==> src/rtl/cu33_buf_pkg.sv <==
`default_nettype none
// ---------------------------------------------------------------------------
// cu33_buf_pkg : widths shared by the syncfifo and its read-side stream buffer
// Revision     : 1.0
// ---------------------------------------------------------------------------
package cu33_buf_pkg;

  localparam int BUF_DATA_WIDTH = 25;
  localparam int BUF_ADDR_WIDTH = 3;
  localparam int BUF_DEPTH      = 2;

  typedef logic [1:0] buf_cnt_t;

endpackage
`default_nettype wire

==> src/rtl/fifo_rd_stream.sv <==
`default_nettype none
// ---------------------------------------------------------------------------
// fifo_rd_stream : drains a syncfifo into a 2-entry buffer, valid/ready output
// Revision       : 1.0
// ---------------------------------------------------------------------------
module fifo_rd_stream
  import cu33_buf_pkg::*;
#(
  parameter int DWIDTH = BUF_DATA_WIDTH
) (
  input  logic              clk,
  input  logic              rst,
  input  logic              flush,
  input  logic              fifo_empty,
  input  logic [DWIDTH-1:0] fifo_rdata,
  output logic              fifo_rden,
  output logic              m_valid,
  input  logic              m_ready,
  output logic [DWIDTH-1:0] m_data
);

  buf_cnt_t          cnt;
  logic              infl;
  logic [DWIDTH-1:0] head;
  logic [DWIDTH-1:0] tail;
  logic              pop;
  logic [2:0]        level;

  assign pop     = m_valid & m_ready;
  assign level   = {1'b0, cnt} + {2'b00, infl} - {2'b00, pop};
  assign m_valid = (cnt != 2'd0);
  assign m_data  = head;

  // Only issue a read when the word it returns is guaranteed a free slot.
  assign fifo_rden = ~fifo_empty & ~flush & ~rst & (level <= 3'd1);

  always_ff @(posedge clk) begin
    if (rst) begin
      cnt  <= '0;
      infl <= 1'b0;
      head <= '0;
      tail <= '0;
    end else if (flush) begin
      cnt  <= '0;
      infl <= 1'b0;
    end else begin
      infl <= fifo_rden;
      cnt  <= level[1:0];
      if (infl) begin
        // Arriving word goes straight to head when head is empty or leaving.
        if ((cnt == 2'd0) || ((cnt == 2'd1) && pop)) begin
          head <= fifo_rdata;
        end else begin
          tail <= fifo_rdata;
        end
      end
      if (pop && (cnt == 2'd2)) begin
        head <= tail;
      end
    end
  end

endmodule
`default_nettype wire

==> config.mk <==
export PLATFORM = sky130hd
export DESIGN_NAME = fifo_rd_stream
export DESIGN_NICKNAME = d
export VERILOG_FILES = /design/src/rtl/cu33_buf_pkg.sv /design/src/rtl/fifo_rd_stream.sv
export SDC_FILE = /design/constraint.sdc
export NUM_CORES = 1
export LEC_CHECK = 0
export BUFFER_PORTS_ARGS = -buffer_cell sky130_fd_sc_hd__clkbuf_2
export CAP_MARGIN = 20
export CORE_AREA = 2 2 67 76
export DETAILED_ROUTE_END_ITERATION = 10
export DIE_AREA = 0 0 69 78
export PLACE_DENSITY_LB_ADDON = 0.2
export SETUP_SLACK_MARGIN = 0.05
export SYNTH_ARGS = -nofsm -noshare
export SYNTH_HDL_FRONTEND = slang
export SYNTH_SLANG_ARGS = --single-unit
==> constraint.sdc <==
create_clock -name clk -period 2.5 [get_ports clk]
set_clock_uncertainty 0.15 [all_clocks]
set_input_delay 0.125 -clock clk [delete_from_list [all_inputs] [get_ports clk]]
set_output_delay 0.125 -clock clk [all_outputs]
set_load 0.005 [all_outputs]
==> qor_table.md, run 1 <==
| Result | Value | Unit |
|---|---|---|
| Kind of end point of the critical path | output port | - |
| Worst EP required | 2.23 | ns |
| Count of flip-flops with a built-in enable after synthesis | 0 | - |
| Synth async-reset ratio | 0 | - |
| Total vias in the final route | 1740 | - |
| ANT cells | 0 | - |
| Count of cell types in the netlist | 25 | - |
| Global-route wire length before repair | 7640 | um |
| Initial cell density of the core | 0.512 | - |
| Post-layout utilization of the core | 0.662 | - |
| Fraction of post-synthesis cell area in the top cell type by area | 0.455 | - |
| Min Tclk post-route | 2.62 | ns |
| Via count of the first global-routing pass | 1646 | - |
| Std-Cell Rows | 26 | - |
| Setup repair after global routing missed its margin | true | - |
| Worst-case register-to-register setup slack | 0.38 | ns |
| Via count normalized by instance count | 4.89 | - |
| Most frequent cell after synthesis | sky130_fd_sc_hd__dfxtp_1 | - |
| Actual transition at the worst max-transition pin | 0.420 | ns |
| Post-synthesis register bit count | 53 | - |
| Max_cap viols | 0 | - |
| Path category of the worst min-delay check | in2reg | - |
| Wire length reported by the detailed router | 4510 | um |
| Worst R2R Path Depth | 8 | - |
| Predominant post-synthesis flop cell | sky130_fd_sc_hd__dfxtp_1 | - |
| H-tree lvl count | 2 | - |
| Post-route insts no fill | 356 | - |
| Final hold slack | 0.0777 | ns |
| Overall die width | 69 | um |
| Y dimension of the die | 78 | um |
| Number of ports placed on the die boundary | 57 | - |
| Top achievable clock speed | 382 | MHz |
| Placed instance count | 323 | - |
| Pre-antenna DRT Iters | 4 | - |
| Final period util | 1.05 | - |
| Number of nets with antenna violations after routing | 0 | - |
| Startpoint of the lowest-slack register-to-register path | cnt[0] | - |
| Final Setup Violations | 1 | - |
| Maximum root-to-sink buffer count | 2 | - |
| Fraction of final layout cells sized beyond drive strength 1 | 0.417 | - |
| Synth area leaders | sky130_fd_sc_hd__dfxtp_1 46%, sky130_fd_sc_hd__mux2i_1 21%, sky130_fd_sc_hd__o21ai_2 7.9%, sky130_fd_sc_hd__nand2_2 5.6%, sky130_fd_sc_hd__nor2_1 4.2% | - |
| Static leakage | 1.62 | nW |
| Worst setup startpoint | cnt[0] | - |
| Final Hold Vio Count | 0 | - |
| Instance count of the mapped netlist | 216 | - |
| TritonCTS clock tree | yes | - |
| Hold Crit Start | rst | - |
| Area overhead of the layout relative to synthesis | 29.4 | % |
| Pin count of the biggest net entering global routing | 26 | - |
| Core region area | 4550 | sq um |
| Overflow left after global routing | 0 | - |
| Mean post-synth cell area | 10.8 | sq um |
| Die footprint | 5380 | sq um |
| Power Total | 0.00150 | W |
| Cell taking the most area after synthesis | sky130_fd_sc_hd__dfxtp_1 | - |
| Netlist area before placement | 2330 | sq um |
| Routability congestion estimate | 0.695 | - |
| Total setup buffers inserted after CTS | 0 | - |
| Num Clock Sinks | 53 | - |
| Cell types with the highest counts after synthesis | 53 x sky130_fd_sc_hd__dfxtp_1, 50 x sky130_fd_sc_hd__mux2i_1, 26 x sky130_fd_sc_hd__nor2_1 | - |
| Net Count, Synth | 249 | - |
| Max-slew headroom at the worst pin | 0.720 | - |
| Overall routing resource usage | 0.178 | - |
| Number of antenna violations at the first check in global routing | 0 | - |
| Startpoint-to-endpoint class of the critical path | reg2out | - |
| Clock latency at the later pin of the worst-skew pair | 0.30 | ns |
| Fillers | 397 | - |
| Setup WS pre-CTS | 0.0251 | ns |
| CTS clk-pin slew, worst paths | 0.09 | ns |
| Worst setup slack after layout | -0.118 | ns |
| Share of synthesized area occupied by flip-flops and latches | 0.455 | - |
| Power per cell area | 499 | nW/um^2 |
| Result of the run | complete, but fails checks | - |
| IO Port Bufs | 56 | - |
| Maximum fanout encountered on the critical timing path | 2 | - |
| Pins Over Slew Limit | 0 | - |
| Clock buffers created by TritonCTS | 5 | - |
| Number of DRC violations after detailed-routing iteration 0 | 82 | - |
| Startpoint types | flip-flop | - |
| Max rail drop VDD | 0.000318 | V |
| Detail-routed net length per standard cell | 12.7 | um |
| Violations in the final reports | setup timing | - |
| Total half-perimeter wirelength after legalization and detailed placement | 2930 | um |
| Layout Nets | 333 | - |
| Count of warnings emitted by yosys | 0 | - |
| Cell chosen for the clock root | sky130_fd_sc_hd__clkbuf_8 | - |
| Number of cells traversed by the worst hold path | 3 | - |
| Remaining routing DRC violations | 0 | - |
| Arrival time of data at the critical path endpoint | 2.34 | ns |
## final timing paths
check,endpoint
min,infl
max reg2reg,infl
max,fifo_rden
min reg2reg,m_data[17]
## flip-flops by register name, summed over array words and instances (netlist names)
signal and count:
m_data 25, tail 25, infl 1, cnt 2
## cell families (layout without fill, tap and decap cells)
logic type / Yosys count / after routing / synth area share
simple gates: 63 / 63 / 0.142
flops: 53 / 53 / 0.455
mux: 50 / 50 / 0.215
compound gates: 28 / 28 / 0.106
buf+inv: 18 / 102 / 0.0596
fa+ha+maj: 3 / 3 / 0.0193
xor+xnor: 1 / 1 / 0.00376
## critical path, cell delays in order, from the launching register on
cell and delay (ns):
sky130_fd_sc_hd__dfxtp_2 0.33, sky130_fd_sc_hd__or2_4 0.24, sky130_fd_sc_hd__and2_4 0.14, sky130_fd_sc_hd__ha_4 0.25, sky130_fd_sc_hd__inv_2 0.03, sky130_fd_sc_hd__ha_4 0.14, sky130_fd_sc_hd__fa_2 0.34, sky130_fd_sc_hd__xnor2_2 0.15
sky130_fd_sc_hd__nor4b_2 0.24, sky130_fd_sc_hd__buf_2 0.17
## final cells by class
type / instances / area, sq um / area share
multi-input cells: 145 / 1180 / 0.390
flip-flops and latches: 53 / 1060 / 0.353
repair buffers: 90 / 601 / 0.199
clock buffers: 7 / 86.3 / 0.0286
well taps: 56 / 70.1 / 0.0232
inverters: 5 / 18.8 / 0.00622
## per-stage QoR
stage	setup TNS (ns)	cell area (sq um)
after detailed placement	0	2620
final	-0.118	3020
after global routing	-0.226	3020
after floorplan	0	2330
after global placement	0	2620
after CTS	-0.183	3020
## power breakdown
group	total [W]	switching, W	internal, W	leakage (nW)
registers	0.000864	0.00000767	0.000857	0.429
clock network	0.000482	0.000262	0.000220	0.0443
logic	0.000158	0.0000749	0.0000827	1.15
total	0.00150	0.000344	0.00116	1.62
## metal layers
metal  vias up  global-route usage  wire length (um)
met1       793               0.211              1960
met2        41               0.306              2260
met4         0              0.0706                85
li1        898                   -                 -
met3         8              0.0455               197
met5         -                   0                 0
## placed cells by master (no fill, tap or decap), types with 2 or more instances in the layout
master | Yosys | final
sky130_fd_sc_hd__o21ai_1 | 5 | 5
sky130_fd_sc_hd__clkbuf_8 | 0 | 6
sky130_fd_sc_hd__dfxtp_1 | 53 | 51
sky130_fd_sc_hd__dfxtp_2 | 0 | 2
sky130_fd_sc_hd__inv_1 | 5 | 4
sky130_fd_sc_hd__dlygate4sd3_1 | 0 | 26
sky130_fd_sc_hd__nor2_1 | 26 | 26
sky130_fd_sc_hd__ha_4 | 0 | 2
sky130_fd_sc_hd__clkbuf_2 | 0 | 55
sky130_fd_sc_hd__and2_1 | 3 | 2
sky130_fd_sc_hd__mux2i_1 | 50 | 50
sky130_fd_sc_hd__nand2_1 | 5 | 5
sky130_fd_sc_hd__nand2_2 | 21 | 21
sky130_fd_sc_hd__o21ai_2 | 21 | 21
sky130_fd_sc_hd__buf_4 | 3 | 8
## repair_timing
action | in CTS | in global routing
pin swaps | 6 | 3
hold buffers | 26 | 0
endpoints found under the hold margin | 51 | 0
endpoints found under the setup margin | 1 | 1
resized for setup | 11 | 1
(Power assumes the default switching activity.)
==> run 2: changes to the inputs <==
CORE_AREA = 2 2 60 85   (was 2 2 67 76)
DIE_AREA = 0 0 62 87   (was 0 0 69 78)
==> qor_table.md, run 2 (same netlist as run 1, synthesis figures left out) <==
| Result | Value | Unit | Delta |
|---|---|---|---|
| Result of the run | complete, but fails checks | - |  |
| Violations in the final reports | setup timing | - |  |
| Die footprint | 5390 | sq um | +0.22% |
| Number of cells traversed by the worst hold path | 3 | - | unchanged |
| Y dimension of the die | 87 | um | +12% |
| Fraction of final layout cells sized beyond drive strength 1 | 0.421 | - | +0.00386 |
| Detail-routed net length per standard cell | 12.6 | um | -0.62% |
| Worst-case register-to-register setup slack | 0.21 | ns | -0.17 ns |
| Actual transition at the worst max-transition pin | 0.435 | ns | +0.0143 ns |
| Path category of the worst min-delay check | in2reg | - |  |
| CTS clk-pin slew, worst paths | 0.09 | ns | about the same |
| Sequential cell area | 1060 | sq um | unchanged |
| Final Setup Violations | 1 | - | unchanged |
| Max_cap viols | 0 | - | unchanged |
| IO Port Bufs | 56 | - | unchanged |
| Total vias in the final route | 1747 | - | +0.40% |
| Number of antenna violations at the first check in global routing | 0 | - | unchanged |
| Routability congestion estimate | 0.715 | - | +2.9% |
| Overall routing resource usage | 0.190 | - | +0.0125 |
| Area of combinational cells with multiple inputs | 1180 | sq um | unchanged |
| Final period util | 1.05 | - | about the same |
| Max-slew headroom at the worst pin | 0.710 | - | -0.00956 |
| Min Tclk post-route | 2.62 | ns | +0.00202 ns |
| Area overhead of the layout relative to synthesis | 31.8 | % |  |
| Number of nets with antenna violations after routing | 0 | - | unchanged |
| Endpoint of the worst register-to-register path | infl | - |  |
| Final Hold Vio Count | 0 | - | unchanged |
| Hold Crit Start | rst | - |  |
| Leading cell types in the layout, fill and taps excluded | 55 x sky130_fd_sc_hd__clkbuf_2, 51 x sky130_fd_sc_hd__dfxtp_1, 50 x sky130_fd_sc_hd__mux2i_1 | - |  |
| Final hold slack | 0.0752 | ns | -0.00250 ns |
| Hold Path End | infl | - |  |
| Via count normalized by instance count | 4.77 | - | -2.3% |
| Startpoint of the lowest-slack register-to-register path | cnt[1] | - |  |
| Max rail drop VDD | 0.000463 | V | +46% |
| Startpoint-to-endpoint class of the critical path | reg2out | - |  |
| Post-route insts no fill | 366 | - | +2.8% |
| Worst EP required | 2.23 | ns | about the same |
| Total half-perimeter wirelength after legalization and detailed placement | 2940 | um | +0.15% |
| Arrival time of data at the critical path endpoint | 2.34 | ns | about the same |
| Std-Cell Rows | 30 | - | +15% |
| Core region area | 4690 | sq um | +3.0% |
| Cell chosen for the clock root | sky130_fd_sc_hd__clkbuf_8 | - |  |
| Wire length reported by the detailed router | 4600 | um | +2.2% |
| Startpoint types | flip-flop | - |  |
| Worst setup slack after layout | -0.120 | ns | -0.00202 ns |
| Via count of the first global-routing pass | 1714 | - | +4.1% |
| Kind of end point of the critical path | output port | - |  |
| Maximum fanout encountered on the critical timing path | 2 | - | unchanged |
| Number of ports placed on the die boundary | 57 | - | unchanged |
| Setup total negative slack | -0.120 | ns | -0.00202 ns |
| Pins Over Slew Limit | 0 | - | unchanged |
| Worst R2R Path Depth | 9 | - | +1 |
| TritonCTS clock tree | yes | - |  |
| Static leakage | 1.64 | nW | +1.5% |
| Global-route wire length before repair | 7670 | um | +0.35% |
| Worst setup startpoint | cnt[1] | - |  |
| ANT cells | 0 | - | unchanged |
| Post-layout utilization of the core | 0.655 | - | -0.00770 |
| Initial cell density of the core | 0.497 | - | -0.0150 |
| Pin count of the biggest net entering global routing | 26 | - | unchanged |
| Top achievable clock speed | 382 | MHz | about the same |
| Most common cell after layout, fill and taps aside | sky130_fd_sc_hd__clkbuf_2 | - |  |
| Overflow left after global routing | 0 | - | unchanged |
| H-tree lvl count | 2 | - | unchanged |
| Remaining routing DRC violations | 0 | - | unchanged |
| Number of DRC violations after detailed-routing iteration 0 | 74 | - | -9.8% |
| Layout Nets | 334 | - | +0.30% |
| Setup repair after global routing missed its margin | true | - |  |
| Power per cell area | 521 | nW/um^2 | +4.5% |
| Placed instance count | 329 | - | +1.9% |
| Clock buffers created by TritonCTS | 5 | - | unchanged |
| Pre-antenna DRT Iters | 4 | - | unchanged |
| Maximum root-to-sink buffer count | 2 | - | unchanged |
| Clock latency at the later pin of the worst-skew pair | 0.30 | ns | about the same |
| Num Clock Sinks | 53 | - | unchanged |
| Overall die width | 62 | um | -10% |
| Fillers | 403 | - | +1.5% |
-- run 2: cell count changes in the layout (fill, tap and decap cells not counted), sizes merged --
| cell | previous run | this run |
|---|---|---|
| bufinv | 0 | 1 |
| buf | 9 | 10 |
| clkinv | 0 | 1 |
| clkbuf | 62 | 61 |
-- run 2: layout make-up --
type | count | area share
Clock buffer | 6 | 0.0236
Sequential cell | 53 | 0.346
Tap cell | 64 | 0.0261
Clock inverter | 2 | 0.0126
Inverter | 5 | 0.00611
Multi-Input combinational cell | 145 | 0.383
Timing Repair Buffer | 91 | 0.202
-- run 2: where the power goes --
part / internal (W) / switching, W / total [W]
Sequential: 0.000857 / 0.00000802 / 0.000865
Combinational: 0.0000857 / 0.0000765 / 0.000162
Clock: 0.000301 / 0.000272 / 0.000573
Total: 0.00124 / 0.000356 / 0.00160
-- run 2: timing repair --
item / in CTS / in global routing
buffers inserted: 2 / 1
setup endpoints to repair: 1 / 1
gates resized for setup: 11 / 1
pin swaps: 6 / 5
endpoints found under the hold margin: 51 / 0
hold buffers: 26 / 0
-- run 2: critical path, cell delays in order, from the launching register on --
cell and delay (ns):
sky130_fd_sc_hd__dfxtp_2 0.33, sky130_fd_sc_hd__or2_4 0.24, sky130_fd_sc_hd__and2_4 0.15, sky130_fd_sc_hd__ha_4 0.26
sky130_fd_sc_hd__inv_2 0.04, sky130_fd_sc_hd__ha_4 0.14, sky130_fd_sc_hd__fa_2 0.35, sky130_fd_sc_hd__xnor2_2 0.16
sky130_fd_sc_hd__nor4b_2 0.23, sky130_fd_sc_hd__buf_2 0.16
-- run 2: worst max path at each step --
stage	endpoint	slack, ns	cells after the start
CTS	fifo_rden	-0.19	9
global route	fifo_rden	-0.18	9
detailed placement	fifo_rden	-0.01	9
global placement	fifo_rden	0.09	9
floorplan	fifo_rden	0.08	9
finish	fifo_rden	-0.12	9
-- run 2: metal layers --
metal  GRT usage  up-vias  part of all wire
met1       0.215      808              0.43
met5           0        -                 0
met3      0.0609        5             0.045
met4      0.0580        0             0.014
li1            -      896                 -
met2       0.330       38              0.51
-- run 2: stage by stage --
step	total power, W	instance area (sq um)	setup slack [ns]
4_1_cts	0.00162	3060	-0.194
5_1_grt	0.00167	3070	-0.176
6_report	0.00160	3070	-0.120
3_5_place_dp	0.00101	2630	-0.0113
2_1_floorplan	0.000955	2330	0.0781
3_3_place_gp	0.00100	2630	0.0926
